===== config.mk =====
export PLATFORM = sky130hd
export DESIGN_NAME = text_console_writer
export DESIGN_NICKNAME = d
export VERILOG_FILES = /design/src/rtl/text_console_writer.sv
export SDC_FILE = /design/constraint.sdc
export NUM_CORES = 1
export LEC_CHECK = 0
export ABC_AREA = 1
export CORE_MARGIN = 5
export CORE_UTILIZATION = 52
export DETAILED_ROUTE_END_ITERATION = 12
export PLACE_DENSITY = 0.83
export SKIP_CTS_REPAIR_TIMING = 1
export SLEW_MARGIN = 20
export SYNTH_ARGS = -nofsm -noshare
export SYNTH_HDL_FRONTEND = slang
export SYNTH_SLANG_ARGS = --single-unit

===== constraint.sdc =====
create_clock -name clk -period 2.8 [get_ports clk]
set_input_delay 0.56 -clock clk [delete_from_list [all_inputs] [get_ports clk]]
set_output_delay 0.56 -clock clk [all_outputs]
set_load 0.03 [all_outputs]

===== src/rtl/text_console_writer.sv =====
// Byte-stream text console: turns printable/control bytes into character-RAM cell writes plus a cursor.
// One write per cycle; in_ready drops for the whole of any write sequence (PUT, line clear, screen clear).
module text_console_writer #(
    parameter int         COLUMNS    = 80,
    parameter int         ROWS       = 30,
    parameter logic [6:0] BLANK_CHAR = 7'h20
) (
    input  logic        clk,
    input  logic        rst_n,
    input  logic [7:0]  in_data,
    input  logic        in_valid,
    output logic        in_ready,
    output logic        gram_we,
    output logic [11:0] gram_write_address,
    output logic [6:0]  gram_write_data,
    output logic [6:0]  cursor_col,
    output logic [4:0]  cursor_row
);

    localparam logic [1:0] IDLE       = 2'd0;
    localparam logic [1:0] PUT        = 2'd1;
    localparam logic [1:0] CLR_LINE   = 2'd2;
    localparam logic [1:0] CLR_SCREEN = 2'd3;

    localparam logic [11:0] LAST_ADDR = 12'(COLUMNS * ROWS - 1);
    localparam logic [11:0] COLS_12   = 12'(COLUMNS);
    localparam logic [6:0]  LAST_COL  = 7'(COLUMNS - 1);
    localparam logic [6:0]  LINE_LEN  = 7'(COLUMNS);
    localparam logic [4:0]  LAST_ROW  = 5'(ROWS - 1);

    logic [1:0]  state;
    logic        pend_clr;   // the current PUT wrapped the cursor, so a line clear follows
    logic [6:0]  clr_cnt;
    logic [4:0]  row_nxt;
    logic [11:0] cell_addr;
    logic        accept;
    logic        printable;

    function automatic logic [11:0] row_base(input logic [4:0] r);
        return 12'(r) * COLS_12;
    endfunction

    assign in_ready  = (state == IDLE);
    assign accept    = in_valid && in_ready;
    assign printable = (in_data >= 8'h20) && (in_data <= 8'h7E);
    assign row_nxt   = (cursor_row == LAST_ROW) ? 5'd0 : cursor_row + 5'd1;
    assign cell_addr = row_base(cursor_row) + 12'(cursor_col);

    always_ff @(posedge clk or negedge rst_n) begin
        if (!rst_n) begin
            state              <= CLR_SCREEN;
            pend_clr           <= 1'b0;
            clr_cnt            <= 7'd0;
            gram_we            <= 1'b0;
            gram_write_address <= 12'd0;
            gram_write_data    <= 7'd0;
            cursor_col         <= 7'd0;
            cursor_row         <= 5'd0;
        end else begin
            case (state)
                IDLE: begin
                    gram_we <= 1'b0;
                    if (accept) begin
                        if (printable) begin
                            state              <= PUT;
                            gram_we            <= 1'b1;
                            gram_write_address <= cell_addr;
                            gram_write_data    <= in_data[6:0];
                            if (cursor_col == LAST_COL) begin
                                cursor_col <= 7'd0;
                                cursor_row <= row_nxt;
                                pend_clr   <= 1'b1;
                            end else begin
                                cursor_col <= cursor_col + 7'd1;
                                pend_clr   <= 1'b0;
                            end
                        end else if (in_data == 8'h0A) begin
                            cursor_col         <= 7'd0;
                            cursor_row         <= row_nxt;
                            state              <= CLR_LINE;
                            gram_we            <= 1'b1;
                            gram_write_address <= row_base(row_nxt);
                            gram_write_data    <= BLANK_CHAR;
                            clr_cnt            <= 7'd1;
                        end else if (in_data == 8'h0D) begin
                            cursor_col <= 7'd0;
                        end else if (in_data == 8'h08) begin
                            // Backspace never wraps to the previous row
                            if (cursor_col != 7'd0) begin
                                cursor_col         <= cursor_col - 7'd1;
                                state              <= PUT;
                                gram_we            <= 1'b1;
                                gram_write_address <= cell_addr - 12'd1;
                                gram_write_data    <= BLANK_CHAR;
                                pend_clr           <= 1'b0;
                            end
                        end else if (in_data == 8'h0C) begin
                            cursor_col         <= 7'd0;
                            cursor_row         <= 5'd0;
                            state              <= CLR_SCREEN;
                            gram_we            <= 1'b1;
                            gram_write_address <= 12'd0;
                            gram_write_data    <= BLANK_CHAR;
                        end
                    end
                end
                PUT: begin
                    if (pend_clr) begin
                        pend_clr           <= 1'b0;
                        state              <= CLR_LINE;
                        gram_write_address <= row_base(cursor_row);
                        gram_write_data    <= BLANK_CHAR;
                        clr_cnt            <= 7'd1;
                    end else begin
                        state   <= IDLE;
                        gram_we <= 1'b0;
                    end
                end
                CLR_LINE: begin
                    if (clr_cnt == LINE_LEN) begin
                        state   <= IDLE;
                        gram_we <= 1'b0;
                    end else begin
                        gram_write_address <= gram_write_address + 12'd1;
                        clr_cnt            <= clr_cnt + 7'd1;
                    end
                end
                default: begin
                    // Out of reset gram_we is low, so the first cycle here issues address 0
                    gram_write_data <= BLANK_CHAR;
                    if (!gram_we) begin
                        gram_we            <= 1'b1;
                        gram_write_address <= 12'd0;
                    end else if (gram_write_address == LAST_ADDR) begin
                        state   <= IDLE;
                        gram_we <= 1'b0;
                    end else begin
                        gram_write_address <= gram_write_address + 12'd1;
                    end
                end
            endcase
        end
    end

endmodule


* Yosys cells after proc, flatten, opt, wreduce, memory -nomap -nowiden
Cells that the tools add are included.
Cells by class: add/sub/neg operators 7, $mul 2, magnitude comparators 2, eq/ne operators 29, multiplexer cells 73, bitwise operators 1, reduce and logical (&&, ||, !) cells 18
Operators by type and width (count):
- $mux 7 | 20
- $mux 12 | 11
- $pmux 7 s3 | 2
- $pmux 12 s3 | 1
- $mux 5 | 7
- $eq 8x4->1 const B | 4
- $reduce_and 6->1 | 4
- $mux 2 | 11
- $mux 1 | 18
- $mul 5x3->8 const B | 2
- $add 7x1->7 const B | 2
- $eq 7x7->1 const B | 2
- $reduce_and 7->1 | 2
- $add 12x1->12 const B | 1
- $add 12x7->12 | 1
- $eq 12x12->1 const B | 1
- $ne 3x3->1 const B | 4
- $sub 12x1->12 const B | 1
- $ne 2x2->1 const B | 5
- $ne 5x4->1 const B | 2
- $ge 8x6->1 const B | 1
- $le 8x7->1 const B | 1
- $reduce_bool 4->1 | 2
- $reduce_bool 7->1 | 1
- other kinds (21) | 26
Storage, ports and cells: register bits 42, input port bits 11, logic and storage cells 140

* Logic depth before layout (Yosys ltp)
Gate-level depths: netlist of run 1.
depth in word-level cells 10, mapped depth 18

* Least setup slack after synthesis of run 1
Ideal clock, no wire load.
path kind register -> register, start register cursor_row[0], end register gram_write_address[10], setup time 0.078 ns, data arrival time 2.653 ns, data required time 2.722 ns, slack 0.069 ns, stages on the path, launching flop included 15, cell sequence dfrtp_1 > ha_1 > or2_2 > a21oi_1 > ha_1 > ha_1 > nand2_1 > nor2_1 > a211oi_1 > xnor2_1 > a21oi_1 > nand2_1 > nand2_1 > nand2_1 > a21boi_1
Between the ends: longest elaborated chain between the ends 10
RTL lines:
- start: declaration | RTL line 17 | output logic [4:0] cursor_row
- start signal: assignment | RTL line 71 | cursor_row <= row_nxt;
- start signal: assignment | RTL line 79 | cursor_row <= row_nxt;
- $mul 5x3->8 | RTL line 40 | return 12'(r) * COLS_12;
- $add 12x7->12 | RTL line 47 | assign cell_addr = row_base(cursor_row) + 12'(cursor_col);
- $sub 12x1->12 | RTL line 93 | gram_write_address <= cell_addr - 12'd1;
- $mux 12 | RTL line 89 | if (cursor_col != 7'd0) begin
- $mux 12 | RTL line 87 | end else if (in_data == 8'h08) begin
- $mux 12 | RTL line 85 | end else if (in_data == 8'h0D) begin
- $mux 12 | RTL line 77 | end else if (in_data == 8'h0A) begin
- $mux 12 | RTL line 64 | if (printable) begin
- $mux 12 | RTL line 63 | if (accept) begin
- $pmux 12 s3 (*) | RTL line 60 | case (state)
- end signal: assignment | RTL line 67 | gram_write_address <= cell_addr;
- end signal: assignment | RTL line 82 | gram_write_address <= row_base(row_nxt);
- end signal: assignment | RTL line 93
- end: declaration | RTL line 14 | output logic [11:0] gram_write_address,
Mark *: on every way between the ends. The rest lies on a longest branch, timed or not. The select of a mux whose other input is x is not followed. A chain may end at the register's enable or synchronous reset.

* Worst setup path after layout of run 1
start register cursor_row[3], end register gram_write_address[11]
The elaborated chain is that of the path after synthesis.

==> summary.txt, run 1 <==
CTS
  – TritonCTS clock tree: yes
  – CTS root buf: clkbuf_8
  – Clk sink count: 42
  – CTS clock-pin slew for the worst setup and hold paths: 0.10 ns
  – Clock tree buffer depth: 2
  – Clk Latency, worst-skew pair: 0.32 ns
  – CTS buffer count: 5
  – H-tree Lvls: 2

Finish
  – Share of cells above drive strength 1: 0.134
  – Nets: 683
  – Most common cell after layout, fill and taps aside: nand2_1
  – Non-filler cells, final: 741
  – N_diodes: 0
  – Synth-to-layout area growth: 21.8%
  – Commonest non-fill, non-tap cells in the layout: nand2_1, inv_1, nor2_1, nand3_1, o21ai_0

Global routing
  – Total gr overflow: 0
  – GRT Util Overall: 0.224
  – First-pass GRT wire length: 18.0 mm
  – Vias in the first global route: 4094
  – Largest net degree at the start of global routing: 43
  – Initial antenna violation count: 0

Placement
  – Dpl hpwl: 8.30 mm
  – Dpl cells: 728
  – Routability-driven placement congestion ratio: 0.937
  – Port bufs: 43

Floorplan
  – Die height: 96.7 um
  – Initial Util: 0.536
  – Die ar.: 0.00935 mm2
  – Width of the chip: 96.7 um
  – Core ar.: 0.00729 mm2
  – Top Ports: 44
  – Num rows: 31

Logic synthesis
  – Sequential share of the synthesized area: 0.270
  – Post-Syn Nets: 620
  – #FFs+latches synth: 42
  – Yosys top cell area share: 0.256
  – Yosys warns: 0
  – Post-synth cell types: 45
  – Syn Inst Count: 578
  – Area contributors post-synth: dfrtp_1, nand2_1, ha_1, inv_1, o21ai_0
  – Syn Area/Cell: 6.76 um2
  – Mapped cell area: 0.00391 mm2
  – Synth area leader: dfrtp_1

Route
  – Vias per cell: 5.65
  – Drt first pass iters: 5
  – Vias: 4188
  – Metal2 WL: 5.15 mm
  – WL met1: 4.72 mm
  – Final ANT Viol Nets: 0
  – Drt initial violations: 341
  – Residual DRC: 0
  – Wire per inst: 14.7 um
  – Max Used Layer: met4
  – Met3 routed WL: 800 um
  – Final WL: 10.9 mm

Setup path
  – Slowest cell on the critical path: fa_2
  – Cell family with most CP delay: adder cells
  – CP cell instances: buf_6, ha_4, ha_4, fa_2, buf_4, inv_1, nand3_1, nand2_2, inv_1, nor2_1, nand3_1, nand2_1, nand3_1, nand2_1, nand2_1, nand2_1, nand2_1, a21oi_2
  – Max Fanout on Critical Path: 3
  – R2R setup slack: 0.03 ns
  – Crit path to: gram_write_address[11]$_DFFE_PN0P_
  – Worst setup path startpoint: cursor_row[3]$_DFFE_PN0P_
  – CP Capture Type: register
  – Crit path depth: 18
  – Arr. time, crit path: 3.02 ns
  – Crit-path max cell delay: 0.46 ns
  – Cell seen most often among critical-path stages: nand2_1
  – Reg-to-reg critical path endpoint: gram_write_address[11]$_DFFE_PN0P_
  – Worst-case reg-to-reg path depth: 18
  – WP data required: 3.05 ns
  – Reg-to-reg startpoint: cursor_row[3]$_DFFE_PN0P_
  – Setup CP Type: reg2reg
  – Critical Path Source Type: register
  – CP bufs+invs: 4

Power and ir drop
  – Total power: 1.12 mW
  – Net Switching: 309 uW
  – Sequential power share: 0.541
  – Clock power share: 0.392
  – Leakage: 2.33 nW
  – Sw Share: 0.275
  – Cell Int Power: 814 uW
  – Combinational share of power: 0.067
  – Pwr dens: 236 mW/mm2
  – Peak supply drop: 0.000203 V

STA
  – Post-Route Setup TNS: 0 ns
  – Slew at the pin closest to its max-slew limit: 0.572 ns
  – Slew Viols, Final: 0
  – Final Hold Viols: 0
  – Unrepaired setup endpoints after global routing: yes
  – Final Critical Period: 2.77 ns
  – Finish-stage setup viols: 0
  – FMAX: 361 MHz
  – Max-Slew Margin vs Limit: 0.619
  – Clock Skew: 0.00810 ns
  – Part of the cycle the worst path needs: 0.988

Outcome
  – Status: finished, final reports clean

Hold path
  – Worst min path class: in2async

Job
  – Max-Cap Viols: 0
==> sequential cells by signal (all words and copies together) (netlist names) <==
signal,count
gram_write_data,7
cursor_col,7
cursor_row,5
state,2
gram_we,1
pend_clr,1
gram_write_address,12
clr_cnt,7
==> stage by stage <==
stage	utilization	setup WS (ns)	hold WS [ns]	instance area (um2)
floorplan	-	0.0691	0.264	3910
global placement	0.621	-0.00681	0.488	4530
detailed placement	0.621	-0.112	0.497	4530
CTS	0.634	-0.137	0.446	4620
global route	0.653	-0.132	0.280	4760
finish	0.653	0.0323	0.231	4760
==> cells in the mapped netlist, drive strengths merged <==
library cell    n
o211ai          2
or2             6
nand4          14
o311ai          1
and2            1
nor4            2
a21boi          5
dfrtp          40
o22ai           8
ha             28
dfstp           2
a21oi          27
inv            83
clkinv          2
a31oi           3
and3            1
nand2         139
nor2           61
buf             7
nor3           12
a22o            2
xnor2           3
nand3          50
clkbuf          1
xor2           15
a22oi           3
a211oi          1
o21ai          54
o221ai          1
o21a            1
fa              3
==> how the worst min path moves through the flow <==
stage | start | end | slack [ns]
final | rst_n | cursor_row[3]$_DFFE_PN0P_ | 0.23
after global routing | rst_n | gram_write_address[1]$_DFFE_PN0P_ | 0.28
after CTS | rst_n | gram_write_address[4]$_DFFE_PN0P_ | 0.45
after detailed placement | gram_write_data[5]$_DFFE_PN0P_ | gram_write_data[5]$_DFFE_PN0P_ | 0.50
after global placement | gram_write_data[5]$_DFFE_PN0P_ | gram_write_data[5]$_DFFE_PN0P_ | 0.49
after floorplan | rst_n | clr_cnt[0]$_DFFE_PN0P_ | 0.26
==> layout make-up <==
class | instances | area, um2
Clock buffer | 5 | 68.8
Clock inverter | 3 | 25.0
Fill cell | 670 | 2530
Inverter | 85 | 319
Multi-Input combinational cell | 443 | 2560
Sequential cell | 42 | 1060
Tap cell | 99 | 124
Timing Repair Buffer | 64 | 606
==> cell families after synthesis <==
logic type               count (synthesis)  synth area share
AO/OA/AOI/OAI                          108             0.157
XOR/XNOR                                18            0.0404
adder cells (fa/ha/maj)                 31             0.105
buffers and inverters                   93            0.0964
flip-flops                              42             0.270
AND/OR/NAND/NOR                        286             0.332
==> power by group through the flow <==
stage | Combinational, mW | Sequential [mW] | Clock, mW
finish | 0.0751 | 0.607 | 0.440
global route | 0.0829 | 0.608 | 0.471
CTS | 0.0746 | 0.608 | 0.444
detailed placement | 0.0743 | 0.619 | 0
global placement | 0.0732 | 0.619 | 0
floorplan | 0.0303 | 0.619 | 0
==> per-layer routing <==
metal,vias to the layer above,GRT usage
met4,0,0.0810
met1,1937,0.286
met3,29,0.0453
li1,2038,-
met2,184,0.373
met5,-,0
Power figures use the tool's default switching activity.
==> inputs of run 2 (changes only) <==
CTS_CLUSTER_SIZE = 10   (was not set)
==> results of run 2 <==
The final DEF is identical to that of run 1; final timing and power are the same.
==> inputs of run 3 (changes only) <==
CORE_UTILIZATION = 35   (was 52)
PLACE_DENSITY = 0.61   (was 0.83)
REMOVE_ABC_BUFFERS = 1   (was not set)
==> run 3 against run 2 <==
  * Via count fell by 1.9%
  * Clock skew grew 0.0042 ns
  * Critical endpoint is now gram_write_address[9]$_DFFE_PN0P_
  * Critical path type unchanged
  * Global-route usage shrank 5.1 points
  * Setup slack better by 0.037 ns
==> summary.txt, run 3 (synthesis results as in run 1) <==
Outcome
  – Status: finished, final reports clean (unchanged)

Power and ir drop
  – Leakage: 2.41 nW (was 2.33 nW)
  – Net Switching: 310 uW (was 309 uW)
  – Peak supply drop: 0.000191 V (was 0.000203 V)
  – Sequential power share: 0.540 (was 0.541)
  – Pwr dens: 225 mW/mm2 (was 236 mW/mm2)
  – Combinational share of power: 0.068 (was 0.067)
  – Sw Share: 0.275 (about the same)
  – Cell Int Power: 816 uW (was 814 uW)
  – Clock power share: 0.393 (was 0.392)

Finish
  – Non-filler cells, final: 797 (was 741)
  – Max reg flops: 12 (unchanged)
  – Most common cell after layout, fill and taps aside: nand2_1 (unchanged)
  – Commonest non-fill, non-tap cells in the layout: nand2_1, inv_1, nor2_1, nand3_1, o21ai_0 (unchanged)
  – Reg with most FFs: gram_write_address (unchanged)
  – N_diodes: 0 (unchanged)
  – Nets: 698 (was 683)
  – Synth-to-layout area growth: 28.0% (was 21.8%)
  – Share of cells above drive strength 1: 0.180 (was 0.134)
  – Fillers: 1117 (was 670)

STA
  – Final Hold Viols: 0 (unchanged)
  – Final Critical Period: 2.73 ns (was 2.77 ns)
  – Slew Viols, Final: 0 (unchanged)
  – Slew at the pin closest to its max-slew limit: 0.573 ns (was 0.572 ns)
  – FMAX: 366 MHz (was 361 MHz)
  – Finish-stage setup viols: 0 (unchanged)
  – Final setup margin: 0.0689 ns (was 0.0323 ns)
  – Part of the cycle the worst path needs: 0.975 (was 0.988)
  – Max-Slew Margin vs Limit: 0.618 (was 0.619)
  – Clock Skew: 0.0123 ns (was 0.00810 ns)
  – Unrepaired setup endpoints after global routing: yes (unchanged)

Setup path
  – CP bufs+invs: 2 (was 4)
  – Setup CP Type: reg2reg (unchanged)
  – Cell family with most CP delay: adder cells (unchanged)
  – WP data required: 3.04 ns (was 3.05 ns)
  – Arr. time, crit path: 2.97 ns (was 3.02 ns)
  – Reg-to-reg startpoint: cursor_row[1]$_DFFE_PN0P_ (was cursor_row[3]$_DFFE_PN0P_)
  – CP cell instances: buf_4, nand3_1, xor2_1, nor2_2, ha_1, ha_1, inv_1, fa_2, xor2_1, o211ai_1, nand2_1, nand2_1, nand2_1, a21boi_1 (was buf_6, ha_4, ha_4, fa_2, buf_4, inv_1, nand3_1, nand2_2, inv_1, nor2_1, nand3_1, nand2_1, nand3_1, nand2_1, nand2_1, nand2_1, nand2_1, a21oi_2)
  – Max Fanout on Critical Path: 5 (was 3)
  – Slowest cell on the critical path: dfrtp_2 (was fa_2)
  – Cell seen most often among critical-path stages: nand2_1 (unchanged)
  – Crit-path max cell delay: 0.48 ns (was 0.46 ns)
  – Worst setup path startpoint: cursor_row[1]$_DFFE_PN0P_ (was cursor_row[3]$_DFFE_PN0P_)
  – CP Capture Type: register (unchanged)
  – Critical Path Source Type: register (unchanged)

CTS
  – TritonCTS clock tree: yes (unchanged)
  – CTS buffer count: 5 (unchanged)
  – H-tree Lvls: 2 (unchanged)
  – Clock tree buffer depth: 2 (unchanged)
  – Clk Latency, worst-skew pair: 0.31 ns (was 0.32 ns)
  – CTS clock-pin slew for the worst setup and hold paths: 0.10 ns (about the same)
  – CTS root buf: clkbuf_8 (unchanged)
  – Clk sink count: 42 (unchanged)

Floorplan
  – Num rows: 38 (was 31)
  – Top Ports: 44 (unchanged)
  – Initial Util: 0.359 (was 0.536)
  – Die height: 116 um (was 96.7 um)
  – Die ar.: 0.0134 mm2 (was 0.00935 mm2)
  – Width of the chip: 116 um (was 96.7 um)
  – Core ar.: 0.0109 mm2 (was 0.00729 mm2)

Route
  – Final ANT Viol Nets: 0 (unchanged)
  – Wire per inst: 14.6 um (was 14.7 um)
  – Residual DRC: 0 (unchanged)
  – Drt first pass iters: 5 (unchanged)
  – Vias: 4107 (was 4188)
  – Vias per cell: 5.15 (was 5.65)
  – Final WL: 11.6 mm (was 10.9 mm)
  – Drt initial violations: 266 (was 341)

Placement
  – Dpl hpwl: 8.87 mm (was 8.30 mm)
  – Port bufs: 43 (unchanged)
  – Routability-driven placement congestion ratio: 0.893 (was 0.937)
  – Worst slack at placement: -0.0356 ns (was -0.112 ns)
  – Dpl cells: 778 (was 728)

Global routing
  – Largest net degree at the start of global routing: 42 (was 43)
  – Initial antenna violation count: 0 (unchanged)
  – M3 GR Usage: 0.0303 (was 0.0453)
  – GRT Max-Usage Layer: met2 (unchanged)
  – Total gr overflow: 0 (unchanged)
  – Met2 Track Usage GR: 0.284 (was 0.373)
  – Vias in the first global route: 3949 (was 4094)
  – Met1 usage in global routing: 0.236 (was 0.286)
  – GRT Util Overall: 0.172 (was 0.224)
  – First-pass GRT wire length: 18.8 mm (was 18.0 mm)

Hold path
  – Worst min path class: in2async (unchanged)

Job
  – Max-Cap Viols: 0 (unchanged)
## run 3: cell types whose count changed in the layout (fill, tap and decap cells not counted), moves of 2 or more
cell,previous run,this run
buf_4,19,32
ha_1,25,22
ha_4,2,4
inv_1,74,71
inv_2,9,12
nand2_1,130,125
nand2_2,9,13
nor2_1,51,47
nor2_2,7,12
## run 3: metrics by stage
| step | hold WS [ns] | utilization | setup TNS (ns) | power (mW) | area, um2 |
|---|---|---|---|---|---|
| floorplan | 0.264 | - | 0 | 0.649 | 3850 |
| global placement | 0.481 | 0.428 | -0.00265 | 0.695 | 4660 |
| detailed placement | 0.485 | 0.428 | -0.0463 | 0.696 | 4660 |
| CTS | 0.461 | 0.437 | -0.118 | 1.15 | 4760 |
| global route | 0.290 | 0.459 | -0.225 | 1.17 | 5000 |
| finish | 0.237 | 0.459 | 0 | 1.13 | 5000 |
## run 3: layer usage
layer | vias up | wire (um) | part of all wire
met5 | - | 0 | 0
met4 | 0 | 187 | 0.016
met3 | 18 | 622 | 0.053
met2 | 126 | 5450 | 0.47
met1 | 1897 | 5370 | 0.46
li1 | 2066 | - | -
## run 3: cell type report
cell class / instances / area [um2] / area share
tap: 140 / 175 / 0.0350
clock buffer: 5 / 68.8 / 0.0138
inverter: 85 / 319 / 0.0638
timing repair buffer: 79 / 734 / 0.147
clock inverter: 3 / 25.0 / 0.00501
sequential: 42 / 1060 / 0.212
multi-input combinational: 443 / 2620 / 0.524
## run 3: final timing paths
kind | slack (ns) | endpoint | cells after the start
min reg2reg | 0.51 | gram_write_data[5]$_DFFE_PN0P_ | 1
max reg2reg | 0.07 | gram_write_address[9]$_DFFE_PN0P_ | 14
min | 0.24 | cursor_col[3]$_DFFE_PN0P_ | 1
max in group asynchronous | 2.00 | state[0]$_DFFE_PN1P_ | 2
min in group clk | 0.51 | gram_write_data[5]$_DFFE_PN0P_ | 1
max | 0.07 | gram_write_address[9]$_DFFE_PN0P_ | 14
## run 3: power groups by stage
stage	clock network, mW	registers [mW]	logic, mW
after global placement	0	0.619	0.0761
after global routing	0.478	0.608	0.0857
after detailed placement	0	0.619	0.0764
after CTS	0.461	0.608	0.0767
after floorplan	0	0.619	0.0295
final	0.442	0.608	0.0761
